--- config.mk ---
export PLATFORM = sky130hd
export DESIGN_NAME = latch_dump_tx
export DESIGN_NICKNAME = d
export VERILOG_FILES = /design/src/rtl/latch_dump_tx_pkg.sv /design/src/rtl/latch_dump_tx_shift_reg.sv /design/src/rtl/latch_dump_tx.sv
export SDC_FILE = /design/constraint.sdc
export NUM_CORES = 1
export LEC_CHECK = 0
export ABC_AREA = 1
export CAP_MARGIN = 20
export CORE_AREA = 2 2 195 197
export CTS_BUF_LIST = sky130_fd_sc_hd__clkbuf_4 sky130_fd_sc_hd__clkbuf_8
export CTS_CLUSTER_DIAMETER = 100
export DETAILED_ROUTE_END_ITERATION = 6
export DIE_AREA = 0 0 197 199
export PLACE_DENSITY = 0.78
export SETUP_SLACK_MARGIN = 0.02
export SLEW_MARGIN = 20
export SYNTH_ARGS = -nofsm -noshare
export SYNTH_HDL_FRONTEND = slang
export SYNTH_HIERARCHICAL = 1
export SYNTH_SLANG_ARGS = --single-unit
--- constraint.sdc ---
create_clock -name i_clk -period 2.03 [get_ports i_clk]
set_input_delay 0.406 -clock i_clk [delete_from_list [all_inputs] [get_ports i_clk]]
set_output_delay 0.406 -clock i_clk [all_outputs]
set_load 0.02 [all_outputs]
--- src/rtl/latch_dump_tx_pkg.sv ---
// Shared definitions for the pipeline latch dump transmitter: FSM encoding,
// default frame header and snapshot size derivation.
package latch_dump_tx_pkg;

    typedef enum logic [1:0] {
        ST_IDLE = 2'd0,
        ST_SEND = 2'd1,
        ST_WAIT = 2'd2,
        ST_DONE = 2'd3
    } state_t;

    localparam logic [7:0] HEADER_DEFAULT = 8'hA5;

    function automatic int calc_nb_snap(input int nb_if_id, input int nb_id_ex,
                                        input int nb_ex_mem, input int nb_mem_wb);
        return nb_if_id + nb_id_ex + nb_ex_mem + nb_mem_wb;
    endfunction

    function automatic int calc_n_bytes(input int nb_snap, input int nb_data);
        return nb_snap / nb_data;
    endfunction

endpackage

--- src/rtl/latch_dump_tx_shift_reg.sv ---
// Snapshot register: parallel load of the whole latch set, then shifts out
// one byte at a time from the MSB end.
module dump_shift_reg #(
    parameter int NB_SNAP = 360,
    parameter int NB_DATA = 8
) (
    input  logic               i_clk,
    input  logic               i_reset,
    input  logic               i_load,
    input  logic               i_shift,
    input  logic [NB_SNAP-1:0] i_snap,
    output logic [NB_DATA-1:0] o_top_byte
);

    logic [NB_SNAP-1:0] shift_q;

    always_ff @(posedge i_clk or negedge i_reset) begin
        if (!i_reset) begin
            shift_q <= '0;
        end else if (i_load) begin
            shift_q <= i_snap;
        end else if (i_shift) begin
            shift_q <= shift_q << NB_DATA;
        end
    end

    assign o_top_byte = shift_q[NB_SNAP-1 -: NB_DATA];

endmodule

--- src/rtl/latch_dump_tx.sv ---
// Captures the four pipeline latches on request and streams them to uart_tx
// as a frame: header, latch bytes (MSB first), XOR checksum.
//
//  state | meaning
//  IDLE  | waiting for i_start; snapshot taken on the accepting edge
//  SEND  | o_tx_start high for this cycle, o_tx_data holds the byte
//  WAIT  | waiting for uart_tx to report the byte complete
//  DONE  | o_done pulse, o_busy released on exit
module latch_dump_tx
    import latch_dump_tx_pkg::*;
#(
    parameter int                 NB_DATA   = 8,
    parameter int                 NB_IF_ID  = 64,
    parameter int                 NB_ID_EX  = 144,
    parameter int                 NB_EX_MEM = 80,
    parameter int                 NB_MEM_WB = 72,
    parameter logic [NB_DATA-1:0] HEADER    = NB_DATA'(HEADER_DEFAULT)
) (
    input  logic                 i_clk,
    input  logic                 i_reset,
    input  logic                 i_start,
    input  logic [NB_IF_ID-1:0]  i_IF_ID,
    input  logic [NB_ID_EX-1:0]  i_ID_EX,
    input  logic [NB_EX_MEM-1:0] i_EX_MEM,
    input  logic [NB_MEM_WB-1:0] i_MEM_WB,
    input  logic                 i_tx_done,
    output logic [NB_DATA-1:0]   o_tx_data,
    output logic                 o_tx_start,
    output logic                 o_busy,
    output logic                 o_done
);

    localparam int NB_SNAP = calc_nb_snap(NB_IF_ID, NB_ID_EX, NB_EX_MEM, NB_MEM_WB);
    localparam int N_BYTES = calc_n_bytes(NB_SNAP, NB_DATA);
    localparam int NB_CNT  = $clog2(N_BYTES + 2);

    // Counter value at which the checksum byte is next, and the final value.
    localparam logic [NB_CNT-1:0] CNT_CSUM = NB_CNT'(N_BYTES);

    state_t              state;
    logic [NB_DATA-1:0]  checksum;
    logic [NB_CNT-1:0]   byte_cnt;
    logic [NB_DATA-1:0]  top_byte;
    logic                snap_load;
    logic                snap_shift;

    assign snap_load  = (state == ST_IDLE) && i_start;
    assign snap_shift = (state == ST_WAIT) && i_tx_done && (byte_cnt < CNT_CSUM);

    dump_shift_reg #(
        .NB_SNAP (NB_SNAP),
        .NB_DATA (NB_DATA)
    ) u_shift (
        .i_clk      (i_clk),
        .i_reset    (i_reset),
        .i_load     (snap_load),
        .i_shift    (snap_shift),
        .i_snap     ({i_IF_ID, i_ID_EX, i_EX_MEM, i_MEM_WB}),
        .o_top_byte (top_byte)
    );

    always_ff @(posedge i_clk or negedge i_reset) begin
        if (!i_reset) begin
            state      <= ST_IDLE;
            o_tx_data  <= '0;
            o_tx_start <= 1'b0;
            o_busy     <= 1'b0;
            o_done     <= 1'b0;
            checksum   <= '0;
            byte_cnt   <= '0;
        end else begin
            o_tx_start <= 1'b0;
            o_done     <= 1'b0;
            case (state)
                ST_IDLE: begin
                    if (i_start) begin
                        o_tx_data  <= HEADER;
                        checksum   <= '0;
                        byte_cnt   <= '0;
                        o_busy     <= 1'b1;
                        o_tx_start <= 1'b1;
                        state      <= ST_SEND;
                    end
                end
                ST_SEND: begin
                    state <= ST_WAIT;
                end
                ST_WAIT: begin
                    if (i_tx_done) begin
                        if (byte_cnt < CNT_CSUM) begin
                            o_tx_data  <= top_byte;
                            checksum   <= checksum ^ top_byte;
                            byte_cnt   <= byte_cnt + 1'b1;
                            o_tx_start <= 1'b1;
                            state      <= ST_SEND;
                        end else if (byte_cnt == CNT_CSUM) begin
                            o_tx_data  <= checksum;
                            byte_cnt   <= byte_cnt + 1'b1;
                            o_tx_start <= 1'b1;
                            state      <= ST_SEND;
                        end else begin
                            o_done <= 1'b1;
                            state  <= ST_DONE;
                        end
                    end
                end
                ST_DONE: begin
                    o_busy <= 1'b0;
                    state  <= ST_IDLE;
                end
                default: begin
                    state <= ST_IDLE;
                end
            endcase
        end
    end

endmodule

After elaboration in Yosys (flattened, before gate mapping)

Cells that the tools add are included.

Register bits after elaboration: 387
Bits in latches: 0
Bits in writable memories: 0
ROM bits: 0
Word-level logic and storage cells: 62
Memories kept: 0

$add $sub $neg: 1
Multipliers: 0
Divide/modulo/power cells: 0
Order comparisons: 1
Eq/ne operators: 8
Shift operators: 0
Mux-type cells: 32
Bitwise gates (word level): 1
Reductions and logical operators: 11

Operator list:

| kind                  | count |
|---|---|
| $mux W360             | 2 |
| $mux W8               | 7 |
| $pmux W8 S2           | 2 |
| $mux W6               | 4 |
| $pmux W6 S2           | 1 |
| $mux W1               | 9 |
| $mux W2               | 4 |
| $pmux W2 S4           | 1 |
| $reduce_and A4 Y1     | 2 |
| $xor A8 B8 Y8         | 1 |
| $add A6 B1 Y6 const B | 1 |
| $eq A6 B6 Y1 const B  | 1 |
| $lt A6 B6 Y1 const B  | 1 |
| $reduce_bool A2 Y1    | 3 |
| $eq A2 B2 Y1 const B  | 2 |
| $ne A2 B2 Y1 const B  | 2 |
| $pmux W1 S2           | 2 |
| $reduce_and A2 Y1     | 2 |
| $logic_and A1 B1 Y1   | 3 |
| $ne A3 B1 Y1 const B  | 1 |
| $eq A2 B1 Y1 const B  | 1 |
| $logic_not A2 Y1      | 1 |
| $ne A2 B1 Y1 const B  | 1 |

Logic depth before layout (Yosys ltp)

Word-level depth: 5
Gate-level depth with buffers: 13
Gate-level depth less buffers: 11

Cells and area by module

Netlist, hierarchy kept.

Modules (own cells, without submodules):

| module         | instances | cells an instance | area an instance (um^2) | seq. area each (um^2) |
|---|---|---|---|---|
| dump_shift_reg | 1         | 1958              | 16096.7                 | 9008.6 |
| latch_dump_tx  | 1         | 188               | 1497.7                  | 675.6 |

Worst setup path after synthesis

OpenSTA, ideal clock, no wires.

Path kind: register to register
Start: reg byte_cnt[0]
End: reg u_shift.shift_q[69]
Arrival time: 2.024 ns
Required time: 1.961 ns
Path slack: -0.063 ns
Cell stages (with the launch flop): 14
Buffers on the path: 3
Clock period less this slack: 2.093 ns
Cell sequence: dfrtp_1 > inv_1 > ha_1 > inv_1 > nand3_2 > nand2_4 > nand2_4 > clkinv_2 > nor3_1 > buf_4 > buf_2 > buf_2 > nand3_1 > nand3_1

Cells in the longest elaborated chain, start to end: 3

Ends and longest elaborated chain:

| element                      | RTL line                      | source |
|---|---|---|
| from (decl)                  | latch_dump_tx.sv:42           | `logic [NB_CNT-1:0] byte_cnt;` |
| from (signal assigned)       | latch_dump_tx.sv:93           | `byte_cnt <= byte_cnt + 1'b1;` |
| from (signal assigned)       | latch_dump_tx.sv:98           | `byte_cnt <= byte_cnt + 1'b1;` |
| $lt A6 B6 Y1                 | latch_dump_tx.sv:48           | `assign snap_shift = (state == ST_WAIT) && i_tx_done && (byte_cnt < CNT_CSUM);` |
| $logic_and A1 B1 Y1          | latch_dump_tx.sv:48           |  |
| named net snap_shift         | latch_dump_tx.sv:45           | `logic snap_shift;` |
| $reduce_bool A2 Y1 (no line) | n/a                           |  |
| to (signal assigned)         | latch_dump_tx_shift_reg.sv:21 | `shift_q <= i_snap;` |
| to (signal assigned)         | latch_dump_tx_shift_reg.sv:23 | `shift_q <= shift_q << NB_DATA;` |
| to (decl)                    | latch_dump_tx_shift_reg.sv:15 | `logic [NB_SNAP-1:0] shift_q;` |

The timed path passes the listed nets, and every way through them passes these cells.
A chain may end at the register's enable or synchronous reset.

Worst setup path after layout

Start: reg byte_cnt[0]
End: reg u_shift.shift_q[36]

The elaborated chain is that of the path after synthesis.

==> results.tsv <==
stage	metric	value	unit
run_status	violations	setup timing	
synth	synthFlopType	dfrtp_1	
synth	yosysMostFrequentCell	nand2_1	
synth	synth_top_cell_by_area	dfrtp_1	
synth	yosys-top-cells-area	dfrtp_1, nand3_1, nand2_1, buf_2, clkbuf_1	
global_routing	grt_pass1_wl	82.3	mm
cells_and_area	fin_cells	3040	
flow_run	max_cap_viol_count	0	
placed_design	post_dp_cell_area	22200	sq um
clock_tree	clk_latency	0.60	ns
die	dieArea	39200	sq um
timing	timing_hold_violations_final	0	
die	fp.dieH	199	um
worst_setup_path	path_class	reg -> reg	
synth	yosys.cell_types.count	26	
route	wl_per_cell	17.6	um
clock_tree	clockRootBuffer	clkbuf_8	
clock_tree	clk_pin_slew	0.06	ns
global_routing	overflow	0	
synth	synthesis.nets	2513	
timing	whs	0.365	ns
die	ioPinCount	375	
timing	setup_tns	-6.52	ns
timing	rsz0062_at_grt	yes	
worst_setup_path	max_stage_delay	0.40	ns
worst_setup_path	crit_family	buffers and inverters	
placed_design	place.gp.congestion	0.909	
timing	fmax	0.477	GHz
worst_setup_path	cp_cell_sequence	inv_2 > ha_1 > inv_1 > nand3_2 > nand2_4 > nand2_4 > inv_4 > nor3_4 > buf_12 > nor2_4 > buf_12 > buf_12 > clkbuf_16 > nand2_1 > nand3_1	
timing	fin_ws	-0.0680	ns
global_routing	grt_use_met3	5.12	%
route	drc	0	
synth	syn_inst	2146	
worst_setup_path	crit_slowest_cell	dfrtp_1	
cells_and_area	syn2layout_area_growth	36.6	%
global_routing	met1_usage	36.5	%
timing	period_needed	2.10	ns
cells_and_area	drive_gt1_share	9.64	%
global_routing	grt.total_usage	26.5	%
worst_setup_path	crit_path_start	byte_cnt[0]	
die	die_x	197	um
worst_setup_path	end_kind	flop	
global_routing	grt_pass1_vias	16126	
route	drt-initial-drc-count	1577	
worst_setup_path	cp.required	2.48	ns
die	initial_core_util	47.4	%
synth	synthTopCellsByCount	nand2_1, nand3_1, dfrtp_1	
placed_design	portBuffers	374	
die	std_cell_rows	71	
worst_setup_path	worstSetupStartpointType	flop	
clock_tree	numCtsBuffers	67	
clock_tree	clock-sinks	387	
timing	max_slew_margin	65.7	%
global_routing	top_usage_layer	met2	
timing	skew	0.0309	ns
cells_and_area	design_area	24000	sq um
timing	fin_crit_sh	103	%
power	p_per_area	1390	nW/um^2
synth	avgSynthCellArea	8.20	sq um
route	viasPerCell	5.48	
timing	tightest_slew	0.514	ns
clock_tree	tritoncts	done	
route	wirelength	53.6	mm
worst_setup_path	cp_common_cell	buf_12	
synth	ys_ff_latch	387	
placed_design	dp_cells	2903	
power	leakagePower	11.2	nW
cells_and_area	fill_cells	2992	
global_routing	antenna_found_initial	7	
timing	slew_violations	0	
global_routing	grt_max_degree	92	
die	fp.coreArea	37100	sq um
placed_design	dp_hpwl	36.5	mm
worst_setup_path	cp_num_buf_inv	7	
cells_and_area	fin_nets	2879	
run_status	status	complete, but fails checks	
route	postRouteAntennaNets	0	
synth	seq_area_frac_synth	55.0	%
synth	synth_top_area_share	55.0	%
worst_setup_path	critPathMaxFanout	14	
worst_setup_path	worstReg2RegStart	byte_cnt[0]	
route	vias	16653	
synth	synth_edf_count	0	
route	first_pass_iters	5	
synth	synthArstFlopShare	100	%
clock_tree	clockBufferDepth	3	
power	p_total	33.5	mW
synth	yosys_warnings	6	
timing	finalSetupViolations	274	
worst_setup_path	arrival	2.55	ns
synth	synth_area	17600	sq um
power	peakVddDrop	667	uV
worst_hold_path	hp-class	in -> async	
global_routing	gr-usage-met2	40.8	%
clock_tree	cts_htree_levels	3	
-- cell families after synthesis --
family          share of synthesized area [%]
compound gates                          0.164
xor+xnor                                0.548
fa+ha+maj                               0.213
buf+inv                                  5.08
flops                                    55.0
simple gates                             38.9
-- power breakdown --
group / leakage [nW] / internal [mW] / switching [mW] / total [mW]
Sequential: 4.84 / 11.3 / 2.29 / 13.6
Clock: 0.789 / 4.58 / 3.24 / 7.82
Combinational: 5.60 / 5.12 / 6.91 / 12.0
-- through the flow --
step,utilization [%],setup WS [ns]
floorplan,-,0.0651
global placement,59.7,-0.103
detailed placement,59.7,-0.122
CTS,63.8,0.0106
global route,64.7,-0.153
finish,64.7,-0.0680
-- repair_timing --
| item | in CTS | in global routing |
|---|---|---|
| buffers inserted | 0 | 3 |
| hold buffers | 1 | 0 |
| setup endpoints to repair | 23 | 358 |
| pin swaps | 0 | 2 |
| endpoints found under the hold margin | 38 | 0 |
| cloned | 0 | 10 |
| gates resized for setup | 12 | 19 |
-- layer usage --
metal  vias to the layer above  part of all wire, %  routed length (um)
li1                       7837                    -                   -
met5                         -                0.076                  41
met1                      7910                   41               22200
met3                       121                  8.1                4320
met4                         6                  3.5                1860
met2                       779                   47               25200
-- layout make-up --
| cell class | count | area (sq um) | share of cell area [%] |
|---|---|---|---|
| inverters | 14 | 75.1 | 0.312 |
| diodes | 4 | 10.0 | 0.0416 |
| clock inverters | 18 | 199 | 0.828 |
| multi-input cells | 1577 | 7080 | 29.4 |
| flip-flops and latches | 387 | 9680 | 40.3 |
| clock buffers | 101 | 1290 | 5.37 |
| well taps | 474 | 593 | 2.47 |
| repair buffers | 465 | 5100 | 21.2 |
-- state kept, by name, summed over array words and instances (netlist names) --
signal and count:
byte_cnt 6, o_tx_data 8, o_busy 1, u_shift/shift_q 360, o_done 1, o_tx_start 1
checksum 8, state 2
-- layout by cell type (no fill, tap or decap), types with 3 or more instances in the layout --
cell type	Yosys	layout
clkbuf_16	0	8
nor2_1	13	13
ha_1	3	3
xnor2_1	8	8
dlygate4sd2_1	0	6
clkinv_2	1	11
buf_12	0	36
diode_2	0	4
bufinv_16	0	4
clkdlybuf4s50_1	0	367
xor2_1	3	3
clkbuf_8	0	85
nand2_4	4	4
inv_1	9	6
nand3_2	2	7
nand2_2	3	13
clkbuf_4	0	16
nand2_1	793	783
dfrtp_1	387	387
buf_16	0	4
nand3_1	740	735
inv_2	3	5
buf_4	12	40
-- final timing paths --
| check | slack [ns] | to | cells past startpoint |
|---|---|---|---|
| worst max-delay path | -0.07 | u_shift/shift_q[36] | 15 |
| worst min-delay path | 0.37 | byte_cnt[3] | 2 |
| worst max register to register | -0.07 | u_shift/shift_q[36] | 15 |
| worst min register to register | 0.48 | u_shift/shift_q[5] | 2 |
| max in group asynchronous | 0.92 | u_shift/shift_q[206] | 3 |
| min in group i_clk | 0.38 | u_shift/shift_q[2] | 3 |
-- worst register-to-register path, cell delays in order, from the launching register on --
cell       delay (ns)
dfrtp_1          0.40
inv_2            0.07
ha_1             0.15
inv_1            0.06
nand3_2          0.08
nand2_4          0.06
nand2_4          0.07
inv_4            0.05
nor3_4           0.23
buf_12           0.15
nor2_4           0.04
buf_12           0.14
buf_12           0.16
clkbuf_16        0.20
nand2_1          0.07
nand3_1          0.06
(Power assumes the default switching activity.)
==> variant 1: new RTL, config.mk and constraints unchanged <==
Re-encode `state_t` (4 states) as Gray code, 2 bits wide.
--- a/src/rtl/latch_dump_tx_pkg.sv
+++ b/src/rtl/latch_dump_tx_pkg.sv
@@ -3,10 +3,10 @@
 package latch_dump_tx_pkg;
 
     typedef enum logic [1:0] {
-        ST_IDLE = 2'd0,
-        ST_SEND = 2'd1,
-        ST_WAIT = 2'd2,
-        ST_DONE = 2'd3
+        ST_IDLE = 2'b00,
+        ST_SEND = 2'b01,
+        ST_WAIT = 2'b11,
+        ST_DONE = 2'b10
     } state_t;
 
     localparam logic [7:0] HEADER_DEFAULT = 8'hA5;
Behaviour: no difference found for any inputs over 4 cycles, from zero or initial values and one cycle with i_reset low; so few cycles prove little.
==> variant 1 against the original RTL <==
  * The flow still finishes with violations (setup timing)
  * Total power is 1.4% higher
  * Sequential cell count unchanged
  * Area after synthesis is 0.55% higher
  * Setup slack gained 0.0082 ns
  * Routed wire length grew 6.4%
  * Global-route usage fell by 0.66 points
  * Synthesized cell count is 0.19% higher
  * Final area up 3.5%
==> variant 1: results (changes against the original RTL) <==
qor: placement.dpl-instance-area 22200 µm² [about the same]
qor: global_route.first_global_vias 16000 [-0.71%]
qor: yosys.yosysSeqAreaShare 0.547 [-0.00300]
qor: cells_and_area.antenna_cells_inserted 3 [-1]
qor: setup_path.crit_fanout 10 [-4]
qor: timing.worst_slew_margin_relative_to_its_limit 0.705 [+0.0474]
qor: placement.place.gp.congestion 0.881 [-3.1%]
qor: cells_and_area.bufAreaShareNonClock 0.225 [+0.0127]
qor: cells_and_area.comb.multi_input.count 1574 [-0.19%]
qor: power_and_ir_drop.irDropWorstVdd 0.000621 V [-7.0%]
qor: setup_path.worst_r2r_endpoint u_shift/shift_q[23]
qor: power_and_ir_drop.p_switching 12800 µW [+2.9%]
qor: detailed_routing.first_pass_iters 6 [+1]
qor: global_route.grt_antenna_before_repair 3 [-4]
qor: power_and_ir_drop.power.share.combinational 0.390 [+0.031]
qor: yosys.synthDistinctLibCells 30 [+15%]
qor: detailed_routing.detail_route.wl_per_cell 18.6 µm [+5.5%]
qor: outcome.violations setup timing
qor: yosys.synth_area_per_inst 8.23 µm² [+0.36%]
qor: cells_and_area.nNonClkInverters 17 [+3]
qor: timing.final.setup.worst_slack -0.0597 ns [+0.00824 ns]
qor: clocking.clock_insertion_delay_worst_skew 0.62 ns [+0.02 ns]
qor: timing.final.setup_skew 0.0319 ns [+0.000959 ns]
qor: timing.finalSetupViolCount 41 [-85%]
qor: cells_and_area.combined_area_of_the_multi_input_logic_cells 7540 µm² [+6.6%]
qor: cells_and_area.final_layout_size_suffix_gt1_frac 0.137 [+0.0408]
qor: power_and_ir_drop.power.static_leakage 0.0118 µW [+5.3%]
qor: global_route.grt_max_degree 133 [+45%]
qor: power_and_ir_drop.seq_power_share 0.394 [-0.013]
qor: detailed_routing.detailed_route_via_count 17200 [+3.2%]
qor: cells_and_area.layout.filler_cells 2824 [-5.6%]
qor: cells_and_area.non_cts_buffers 498 [+7.1%]
qor: setup_path.crit_start byte_cnt[1]
qor: cells_and_area.clock_distribution_area_overhead_in_the_final_layout 0.0551 [-0.00689]
qor: outcome.status finished with violations
qor: global_route.groute.usage.overall 0.258 [-0.00659]
qor: clocking.cts-buffers-inserted 66 [-1.5%]
-- variant 1: cell count changes after synthesis, moves of 3 or more --
cell and delta:
sky130_fd_sc_hd__nand3_1 -22, sky130_fd_sc_hd__o21ai_0 +8, sky130_fd_sc_hd__o21ai_2 +8, sky130_fd_sc_hd__xnor2_1 -8
sky130_fd_sc_hd__xor2_1 +7, sky130_fd_sc_hd__inv_1 +6, sky130_fd_sc_hd__a21boi_0 +4, sky130_fd_sc_hd__nor2_1 -4
sky130_fd_sc_hd__ha_1 +3, sky130_fd_sc_hd__nand2_2 -3
-- variant 1: how the worst min path moves through the flow --
stage / from / cells after the start / slack [ns] / endpoint
detailed placement: i_reset / 1 / 0.33 / u_shift/shift_q[257]
floorplan: i_reset / 0 / 0.11 / byte_cnt[0]
finish: i_reset / 2 / 0.31 / o_tx_start
CTS: i_reset / 2 / 0.28 / state[1]
global route: i_reset / 2 / 0.31 / state[1]
global placement: i_reset / 1 / 0.33 / u_shift/shift_q[285]
-- variant 1: worst max-delay path, stage by stage, from the launching register on --
cell and delay (ns):
sky130_fd_sc_hd__dfrtp_1 0.39, sky130_fd_sc_hd__inv_2 0.07, sky130_fd_sc_hd__ha_4 0.15, sky130_fd_sc_hd__inv_2 0.04, sky130_fd_sc_hd__nand3_2 0.07, sky130_fd_sc_hd__nand2_4 0.09, sky130_fd_sc_hd__nand2_4 0.06, sky130_fd_sc_hd__nand2_4 0.07
sky130_fd_sc_hd__nor2_4 0.05, sky130_fd_sc_hd__buf_12 0.12, sky130_fd_sc_hd__nor2_4 0.19, sky130_fd_sc_hd__buf_6 0.18, sky130_fd_sc_hd__clkbuf_16 0.18, sky130_fd_sc_hd__buf_6 0.16, sky130_fd_sc_hd__nand2_1 0.10, sky130_fd_sc_hd__nand3_1 0.08
-- variant 1: layer usage --
metal / routed length (µm) / track usage
met1: 22600 / 0.350
met3: 4750 / 0.0504
met4: 1360 / 0.0902
met5: 0 / 0
met2: 28300 / 0.417
-- variant 1: cell families (layout without fill, tap and decap cells) --
| family | after synthesis | in the layout | share of synthesized area |
|---|---|---|---|
| AOI/OAI and AO/OA | 25 | 25 | 0.00969 |
| xor gates and xnor gates | 10 | 10 | 0.00495 |
| adders and majority gates | 6 | 6 | 0.00424 |
| buffers and inverters | 189 | 626 | 0.0535 |
| DFF | 387 | 387 | 0.547 |
| other | 0 | 3 | 0 |
| and+or+nand+nor | 1533 | 1533 | 0.380 |
-- variant 1: metrics by stage --
step                TNS (ns)  worst slack (ns)  utilization  cells
CTS                        0            0.0380        0.634   3017
detailed placement     -1.03           -0.0999        0.597   2905
finish                -0.585           -0.0597        0.670   3064
global placement     -0.0848           -0.0221        0.597   2905
floorplan                  0             0.152            -   2150
global route          -13.35            -0.134        0.670   3064
==> variant 2: new RTL, same flow settings <==
Made on the original files. `NB_EX_MEM`: 80 -> 160.
--- a/src/rtl/latch_dump_tx.sv
+++ b/src/rtl/latch_dump_tx.sv
@@ -12,7 +12,7 @@
     parameter int                 NB_DATA   = 8,
     parameter int                 NB_IF_ID  = 64,
     parameter int                 NB_ID_EX  = 144,
-    parameter int                 NB_EX_MEM = 80,
+    parameter int                 NB_EX_MEM = 160,
     parameter int                 NB_MEM_WB = 72,
     parameter logic [NB_DATA-1:0] HEADER    = NB_DATA'(HEADER_DEFAULT)
 ) (
Interface: changed (resized i_EX_MEM); port bits go from 375 to 455. No check against the original RTL was run, so the function may have changed too.
==> variant 2 against the original RTL <==
  * The run still ends with setup timing left
  * Routed wire length grew 20%
  * Die area is the same
  * Critical path depth shrank 1
  * Area after synthesis grew 20%
  * First-iteration DRC count grew 6.5%
  * Clock power grew 13%
  * Utilization grew 13 points
  * Final area grew 20%
  * Synthesized cell count grew 20%
  * Setup slack gained 0.026 ns
  * Sequential cell count grew 80
  * Total power grew 19%
  * Largest cell class unchanged
  * Largest power group unchanged
==> variant 2: results (changes against the original RTL) <==
qor: global_route.grt_antenna_before_repair 10 [+3]
qor: timing.final.setup_skew 0.0274 ns [-0.00356 ns]
qor: detailed_routing.met2RoutedLength 30600 µm [+22%]
qor: power_and_ir_drop.pwr_density_cell 1380 nW/µm² [-1.1%]
qor: clocking.cts-buffers-inserted 78 [+16%]
qor: placement.place.gp.congestion 0.908 [about the same]
qor: cells_and_area.layout.filler_cells 2579 [-14%]
qor: placement.placedCellCount 3394 [+17%]
qor: yosys.synthTopCellsByArea sky130_fd_sc_hd__dfrtp_1, sky130_fd_sc_hd__nand3_1, sky130_fd_sc_hd__nand2_1
qor: detailed_routing.met3_wirelength 5060 µm [+17%]
qor: timing.finalSetupViolCount 4 [-99%]
qor: detailed_routing.routedLengthMet1 25900 µm [+16%]
qor: cells_and_area.largest_registers u_shift/shift_q x440, checksum x8, o_tx_data x8
qor: yosys.synth.net_count 3015 [+20%]
qor: global_route.met3_usage 0.0587 [+0.00746]
qor: global_route.first_global_vias 19400 [+21%]
qor: global_route.groute.usage.overall 0.316 [+0.0511]
qor: cells_and_area.bufAreaShareNonClock 0.220 [+0.00714]
qor: placement.port-buffer-count 454 [+21%]
qor: timing.final.setup.worst_slack -0.0419 ns [+0.0261 ns]
qor: cells_and_area.antenna_cells_inserted 7 [+3]
qor: outcome.violations setup timing
qor: detailed_routing.routed_wl 64200 µm [+20%]
qor: yosys.synthDistinctLibCells 27 [+3.8%]
qor: yosys.synth_fa_ha_area_frac 0.00118 [-0.000950]
qor: setup_path.cp_data_arrival_time 2.56 ns [about the same]
qor: detailed_routing.detail_route.wl_per_cell 18.0 µm [+2.2%]
qor: cells_and_area.nNonClkInverters 12 [-2]
qor: outcome.status finished with violations
qor: power_and_ir_drop.power.static_leakage 0.0135 µW [+21%]
qor: clocking.clock_insertion_delay_worst_skew 0.63 ns [+0.03 ns]
qor: setup_path.r2r_worst_path_depth 14 [-1]
qor: detailed_routing.first_pass_iters 6 [+1]
-- variant 2: changes by cell type in the layout (fill, tap and decap cells not counted), moves of 7 or more --
cell,delta
sky130_fd_sc_hd__nand2_1,+160
sky130_fd_sc_hd__nand3_1,+125
sky130_fd_sc_hd__dfrtp_1,+80
sky130_fd_sc_hd__clkdlybuf4s50_1,+76
sky130_fd_sc_hd__clkbuf_8,+20
sky130_fd_sc_hd__buf_12,+14
sky130_fd_sc_hd__buf_4,+14
sky130_fd_sc_hd__nand2_2,+13
sky130_fd_sc_hd__buf_6,+9
sky130_fd_sc_hd__o21ai_2,+8
sky130_fd_sc_hd__xnor2_1,-7
sky130_fd_sc_hd__xor2_1,+7
-- variant 2: power by group --
| part | switching [µW] | internal, µW | total (µW) |
|---|---|---|---|
| Combinational | 8330 | 6240 | 14600 |
| Clock | 3790 | 5030 | 8830 |
| Sequential | 2760 | 13700 | 16500 |
| Total | 14900 | 25000 | 39900 |
